<file path="src/rtl/inst_fetch_resp.sv">
// Instruction fetch response stage: issues one aligned memory read per accepted PC and returns the instruction.
// Latency: request registered 1 cycle after acceptance; instruction valid 1 cycle after mem_ack_i.
// Backpressure: busy_o holds off the PC generator until idle; stall_i holds the instruction in HOLD.
// Optional: define FETCH_TIMEOUT_EN to abort a WAIT that sees no acknowledge within TIMEOUT cycles.

`ifndef ADDR_WIDTH
`define ADDR_WIDTH 32
`endif

module inst_fetch_resp #(
  parameter int TIMEOUT = 16
) (
  input  logic                   clk_i,
  input  logic                   rst_i,
  input  logic [`ADDR_WIDTH-1:0] pc_i,
  input  logic                   ce_i,
  output logic                   busy_o,
  input  logic                   flush_i,
  input  logic                   stall_i,
  output logic                   mem_req_o,
  output logic [`ADDR_WIDTH-1:0] mem_addr_o,
  input  logic [31:0]            mem_rdata_i,
  input  logic                   mem_ack_i,
  output logic [31:0]            inst_o,
  output logic [`ADDR_WIDTH-1:0] inst_addr_o,
  output logic                   inst_valid_o,
  output logic                   fetch_err_o
);

  // A zero or negative abort window would make every fetch fail.
  if (TIMEOUT < 1) begin : g_bad_timeout
    $error("inst_fetch_resp: TIMEOUT must be at least 1");
  end

  typedef enum logic [1:0] {
    IDLE = 2'd0,
    WAIT = 2'd1,
    HOLD = 2'd2
  } state_t;

  state_t                   state;
  state_t                   state_nxt;
  logic                     drop;
  logic                     drop_nxt;
  logic                     req_nxt;
  logic [`ADDR_WIDTH-1:0]   addr_nxt;
  logic [31:0]              inst_nxt;
  logic [`ADDR_WIDTH-1:0]   inst_addr_nxt;
  logic                     valid_nxt;
  logic                     err_nxt;

`ifdef FETCH_TIMEOUT_EN
  localparam int CW = $clog2(TIMEOUT + 1);
  logic [CW-1:0] cnt;
  logic [CW-1:0] cnt_nxt;
  logic          timeout_hit;

  // The current WAIT cycle is the TIMEOUT-th one without an acknowledge.
  assign timeout_hit = (cnt == CW'(TIMEOUT - 1));
`endif

  // Busy comes straight from the state register so it never depends on this cycle's inputs.
  assign busy_o = (state != IDLE);

  // Next-state and next-output decode; every register holds its value unless a branch says otherwise.
  always_comb begin
    state_nxt     = state;
    drop_nxt      = drop;
    req_nxt       = mem_req_o;
    addr_nxt      = mem_addr_o;
    inst_nxt      = inst_o;
    inst_addr_nxt = inst_addr_o;
    valid_nxt     = inst_valid_o;
    err_nxt       = 1'b0;
`ifdef FETCH_TIMEOUT_EN
    cnt_nxt       = cnt;
`endif
    case (state)
      IDLE: begin
        // The valid pulse of a non-stalled instruction lasts exactly one cycle.
        valid_nxt = 1'b0;
        // A flush wins over a new request: nothing accepted, nothing reported.
        if (ce_i && !flush_i) begin
          if (pc_i[1:0] == 2'b00) begin
            req_nxt   = 1'b1;
            addr_nxt  = pc_i;
            drop_nxt  = 1'b0;
            state_nxt = WAIT;
`ifdef FETCH_TIMEOUT_EN
            cnt_nxt   = '0;
`endif
          end else begin
            err_nxt = 1'b1;
          end
        end
      end
      WAIT: begin
        if (mem_ack_i) begin
          req_nxt  = 1'b0;
          drop_nxt = 1'b0;
          // Data belonging to a flushed path is swallowed, including a flush in the ack cycle.
          if (drop || flush_i) begin
            valid_nxt = 1'b0;
            state_nxt = IDLE;
          end else begin
            inst_nxt      = mem_rdata_i;
            inst_addr_nxt = mem_addr_o;
            valid_nxt     = 1'b1;
            state_nxt     = stall_i ? HOLD : IDLE;
          end
        end else begin
          // The bus transaction cannot be cancelled, so remember to discard its data.
          if (flush_i) begin
            drop_nxt = 1'b1;
          end
`ifdef FETCH_TIMEOUT_EN
          if (timeout_hit) begin
            req_nxt   = 1'b0;
            err_nxt   = 1'b1;
            drop_nxt  = 1'b0;
            valid_nxt = 1'b0;
            state_nxt = IDLE;
          end else begin
            cnt_nxt = cnt + 1'b1;
          end
`endif
        end
      end
      HOLD: begin
        // Decode took the instruction, or the path was flushed under the stall.
        if (flush_i || !stall_i) begin
          valid_nxt = 1'b0;
          state_nxt = IDLE;
        end
      end
      default: begin
        req_nxt   = 1'b0;
        valid_nxt = 1'b0;
        drop_nxt  = 1'b0;
        state_nxt = IDLE;
      end
    endcase
  end

  // State register.
  always_ff @(posedge clk_i or posedge rst_i) begin
    if (rst_i) begin
      state <= IDLE;
    end else begin
      state <= state_nxt;
    end
  end

  // Output and bookkeeping registers; reset drops an in-flight request immediately.
  always_ff @(posedge clk_i or posedge rst_i) begin
    if (rst_i) begin
      mem_req_o    <= 1'b0;
      mem_addr_o   <= '0;
      inst_o       <= '0;
      inst_addr_o  <= '0;
      inst_valid_o <= 1'b0;
      fetch_err_o  <= 1'b0;
      drop         <= 1'b0;
    end else begin
      mem_req_o    <= req_nxt;
      mem_addr_o   <= addr_nxt;
      inst_o       <= inst_nxt;
      inst_addr_o  <= inst_addr_nxt;
      inst_valid_o <= valid_nxt;
      fetch_err_o  <= err_nxt;
      drop         <= drop_nxt;
    end
  end

`ifdef FETCH_TIMEOUT_EN
  // Cycles spent in WAIT without an acknowledge.
  always_ff @(posedge clk_i or posedge rst_i) begin
    if (rst_i) begin
      cnt <= '0;
    end else begin
      cnt <= cnt_nxt;
    end
  end
`endif

endmodule

</file>
<file path="config.mk">
export PLATFORM = sky130hd
export DESIGN_NAME = inst_fetch_resp
export DESIGN_NICKNAME = d
export VERILOG_FILES = /design/src/rtl/inst_fetch_resp.sv
export SDC_FILE = /design/constraint.sdc
export NUM_CORES = 1
export LEC_CHECK = 0
export BUFFER_PORTS_ARGS = -buffer_cell sky130_fd_sc_hd__buf_2
export CORE_ASPECT_RATIO = 1.75
export CORE_MARGIN = 2
export CORE_UTILIZATION = 35
export CTS_CLUSTER_DIAMETER = 150
export DETAILED_ROUTE_END_ITERATION = 7
export PLACE_DENSITY = 0.6
export SLEW_MARGIN = 5
export SYNTH_ARGS = -nofsm -noshare
export SYNTH_HDL_FRONTEND = slang
export SYNTH_SLANG_ARGS = --single-unit
</file>
<file path="constraint.sdc">
create_clock -name clk_i -period 3.48 [get_ports clk_i]
set_input_delay 0.348 -clock clk_i [delete_from_list [all_inputs] [get_ports clk_i]]
set_output_delay 0.348 -clock clk_i [all_outputs]
set_load 0.01 [all_outputs]
</file>
==> reports/qor.csv <==
stage;metric;value;unit
timing;maxSlewViolCount;0;
clock_tree;cts-htree-levels;3;
floorplan;design.portCount;170;
grt;globalRoute.totalOverflow;0;
clock_tree;ctsRootBufferMaster;clkbuf_16;
timing;min_period;2.50;ns
clock_tree;numClockSinks;102;
floorplan;die_w;84.2;um
logic_synthesis;postSynthNetCount;301;
grt;first_pass_grt_wire_length;13.4;mm
grt;grtUsageTotal;14.4;%
pwr;power_density;724;mW/mm^2
clock_tree;cts_tree;built;
critical_path;setup.reg_to_reg.worst_slack;0.98;ns
logic_synthesis;yosysSeqAreaShare;64.8;%
placement;gp_routability_congestion;0.717;
grt;global_route_met3_utilization;3.48;%
grt;number_of_antenna_violations_at_the_first_check_in_global_routing;0;
critical_path;worst-r2r-cell-count;3;
floorplan;rows;51;
grt;gr-usage-met1;16.6;%
critical_path;rr_endpoint;mem_addr_o[18];
cells_and_area;n_antenna_cell;0;
routing;detailedRoute.firstPassIterationCount;4;
critical_path;cp_data_required_time;3.70;ns
clock_tree;postCtsSetupBuffers;0;
timing;setup_viol;0;
critical_path;cpMaxStageDelayCell;or3_2;
job;cap_violations;0;
timing;timing.fmax;0.400;GHz
logic_synthesis;yosysWarningCount;0;
cells_and_area;mostFrequentLayoutCell;buf_2;
pwr;cellLeakagePower;2.79;nW
timing;max_slew_margin;28.3;%
timing;max_slew.worst_pin.slew;1.08;ns
timing;finalCritPeriodShare;71.8;%
critical_path;cp_slowest_stage_delay;0.89;ns
critical_path;worst_path_maximum_fanout;35;
min_path;min-delay-path-class;input port to flip-flop;
placement;dpl.hpwl;6.12;mm
routing;detail_route.vias_per_cell;4.67;
critical_path;timing.critical_path.to_type;flip-flop;
grt;groute.layer.met2.usage;24.8;%
min_path;whs_path_depth;2;
min_path;hold_path_end;state[1];
clock_tree;cts.repair.resized;0;
timing;hold_ws;0.206;ns
routing;detail_route.iter0.violations;60;
routing;vias;2521;
floorplan;placeableCoreArea;0.0110;sq mm
critical_path;path_delay_family;simple AND/OR/NAND/NOR gates;
logic_synthesis;synth_cell_types;21;
critical_path;critical_path_arrival;2.72;ns
critical_path;worstSetupPathType;flip-flop to flip-flop;
timing;final.setup.tns;0;ns
floorplan;die-area;0.0121;sq mm
floorplan;die_height;144;um
routing;routed_wirelength;8.51;mm
placement;place_ws;0.976;ns
critical_path;worst_setup_path_start_kind;flip-flop;
critical_path;worst-path-buf-inv;0;
placement;port_buffers;169;
clock_tree;cts-buffers-inserted;9;
floorplan;floorplan.initialDensity;35.7;%
logic_synthesis;avgSynthCellArea;17.0;sq um
critical_path;critPathLaunch;state[1];
critical_path;regToRegStartpoint;state[1];
cells_and_area;layout.cells.most_common_list;169 x buf_2, 102 x dfrtp_1, 69 x mux2_2, 25 x mux2_4, 9 x clkbuf_16;
min_path;min-delay-start;flush_i;
clock_tree;cts_hold_buffers;0;
clock_tree;insertion_delay;0.34;ns
routing;post_drt_wl_per_cell;15.8;um
cells_and_area;synthToLayoutAreaGrowth;31.5;%
cells_and_area;nets;473;
timing;worst_clock_skew;0.00722;ns
logic_synthesis;mappedNetlistArea;0.00394;sq mm
clock_tree;ctsLongestPathBuffers;2;
grt;grt_most_used_layer;met2;
timing;hold_viol_final;0;
critical_path;crit_path_cell_trace;or4b_1 > or3_2 > mux2_4;
timing;unrepaired_setup_endpoints_after_global_routing;false;
pwr;design_power_total;3.75;mW
cells_and_area;layout-drive-gt1-share;70.1;%
logic_synthesis;post_synth_inst_count;231;
logic_synthesis;yosys_register_bits;102;
routing;ant_nets;0;
pwr;ir_drop;0.322;mV
run_status;outcome;finished, final reports clean;
grt;grt_pass1_vias;2582;
clock_tree;clkTransAtPathRegs;0.06;ns
routing;drt_drc_violations_left;0;
timing;pnr_worst_setup_slack;0.982;ns
grt;grt_max_degree;89;
[cell type report]
cell class | count | area, sq um
repair buffers | 172 | 868
multi-input cells | 115 | 1290
fillers | 1019 | 5860
inverters | 3 | 13.8
well taps | 132 | 165
clock inverters | 4 | 31.3
clock buffers | 12 | 256
flip-flops and latches | 102 | 2550
[sequential cells by signal (all words and copies together) (netlist names)]
register,cells
fetch_err_o,1
inst_addr_o,32
drop,1
state,2
inst_valid_o,1
mem_addr_o,32
mem_req_o,1
inst_o,32
[cell usage after synthesis]
master | number | area (sq um)
a21oi_1 | 1 | 5.00
a32o_1 | 1 | 10.0
and2_1 | 2 | 12.5
buf_2 | 6 | 30.0
buf_6 | 2 | 22.5
buf_8 | 2 | 30.0
clkbuf_1 | 1 | 3.75
dfrtp_1 | 102 | 2550
inv_1 | 3 | 11.3
mux2_2 | 69 | 777
mux2_4 | 25 | 375
nand2_1 | 3 | 11.3
nor2_1 | 2 | 7.51
nor3b_1 | 2 | 15.0
nor4bb_1 | 2 | 20.0
o21ai_0 | 2 | 10.0
o31ai_1 | 1 | 7.51
or2_2 | 2 | 12.5
or3_1 | 1 | 6.26
or4_1 | 1 | 7.51
or4b_1 | 1 | 10.0
[cell families (layout without fill, tap and decap cells)]
kind of cell / count (synthesis) / after routing / synth area share [%]
muxes: 94 / 94 / 29.3
buffers and inverters: 14 / 191 / 2.48
DFF: 102 / 102 / 64.8
AOI/OAI and AO/OA: 5 / 5 / 0.826
and+or+nand+nor: 16 / 16 / 2.61
[power by group]
| part | internal, mW | switching (mW) | total, mW |
|---|---|---|---|
| logic | 0.581 | 0.472 | 1.05 |
| registers | 1.55 | 0.198 | 1.75 |
| clock network | 0.525 | 0.420 | 0.946 |
| total | 2.66 | 1.09 | 3.75 |
[routing by layer]
metal	share of wire (%)	up-vias	wire (um)
li1	-	1155	-
met1	38	1261	3200
met2	54	92	4630
met3	5.6	13	476
met4	2.4	0	201
met5	0	-	0
[how the worst max path moves through the flow]
stage | slack, ns | cells past startpoint | end
floorplan | 0.46 | 1 | drop
global placement | 1.03 | 3 | mem_addr_o[19]
detailed placement | 0.98 | 3 | mem_addr_o[19]
CTS | 0.97 | 3 | mem_addr_o[31]
global route | 0.88 | 3 | mem_addr_o[18]
finish | 0.98 | 3 | mem_addr_o[18]
[through the flow]
step	instances	utilization [%]	cell area, sq um
3_3_place_gp	524	44.3	4890
3_5_place_dp	524	44.3	4890
4_1_cts	540	46.9	5180
6_report	540	46.9	5180
2_1_floorplan	231	-	3940
5_1_grt	540	46.9	5180
Power figures use the tool's default switching activity.
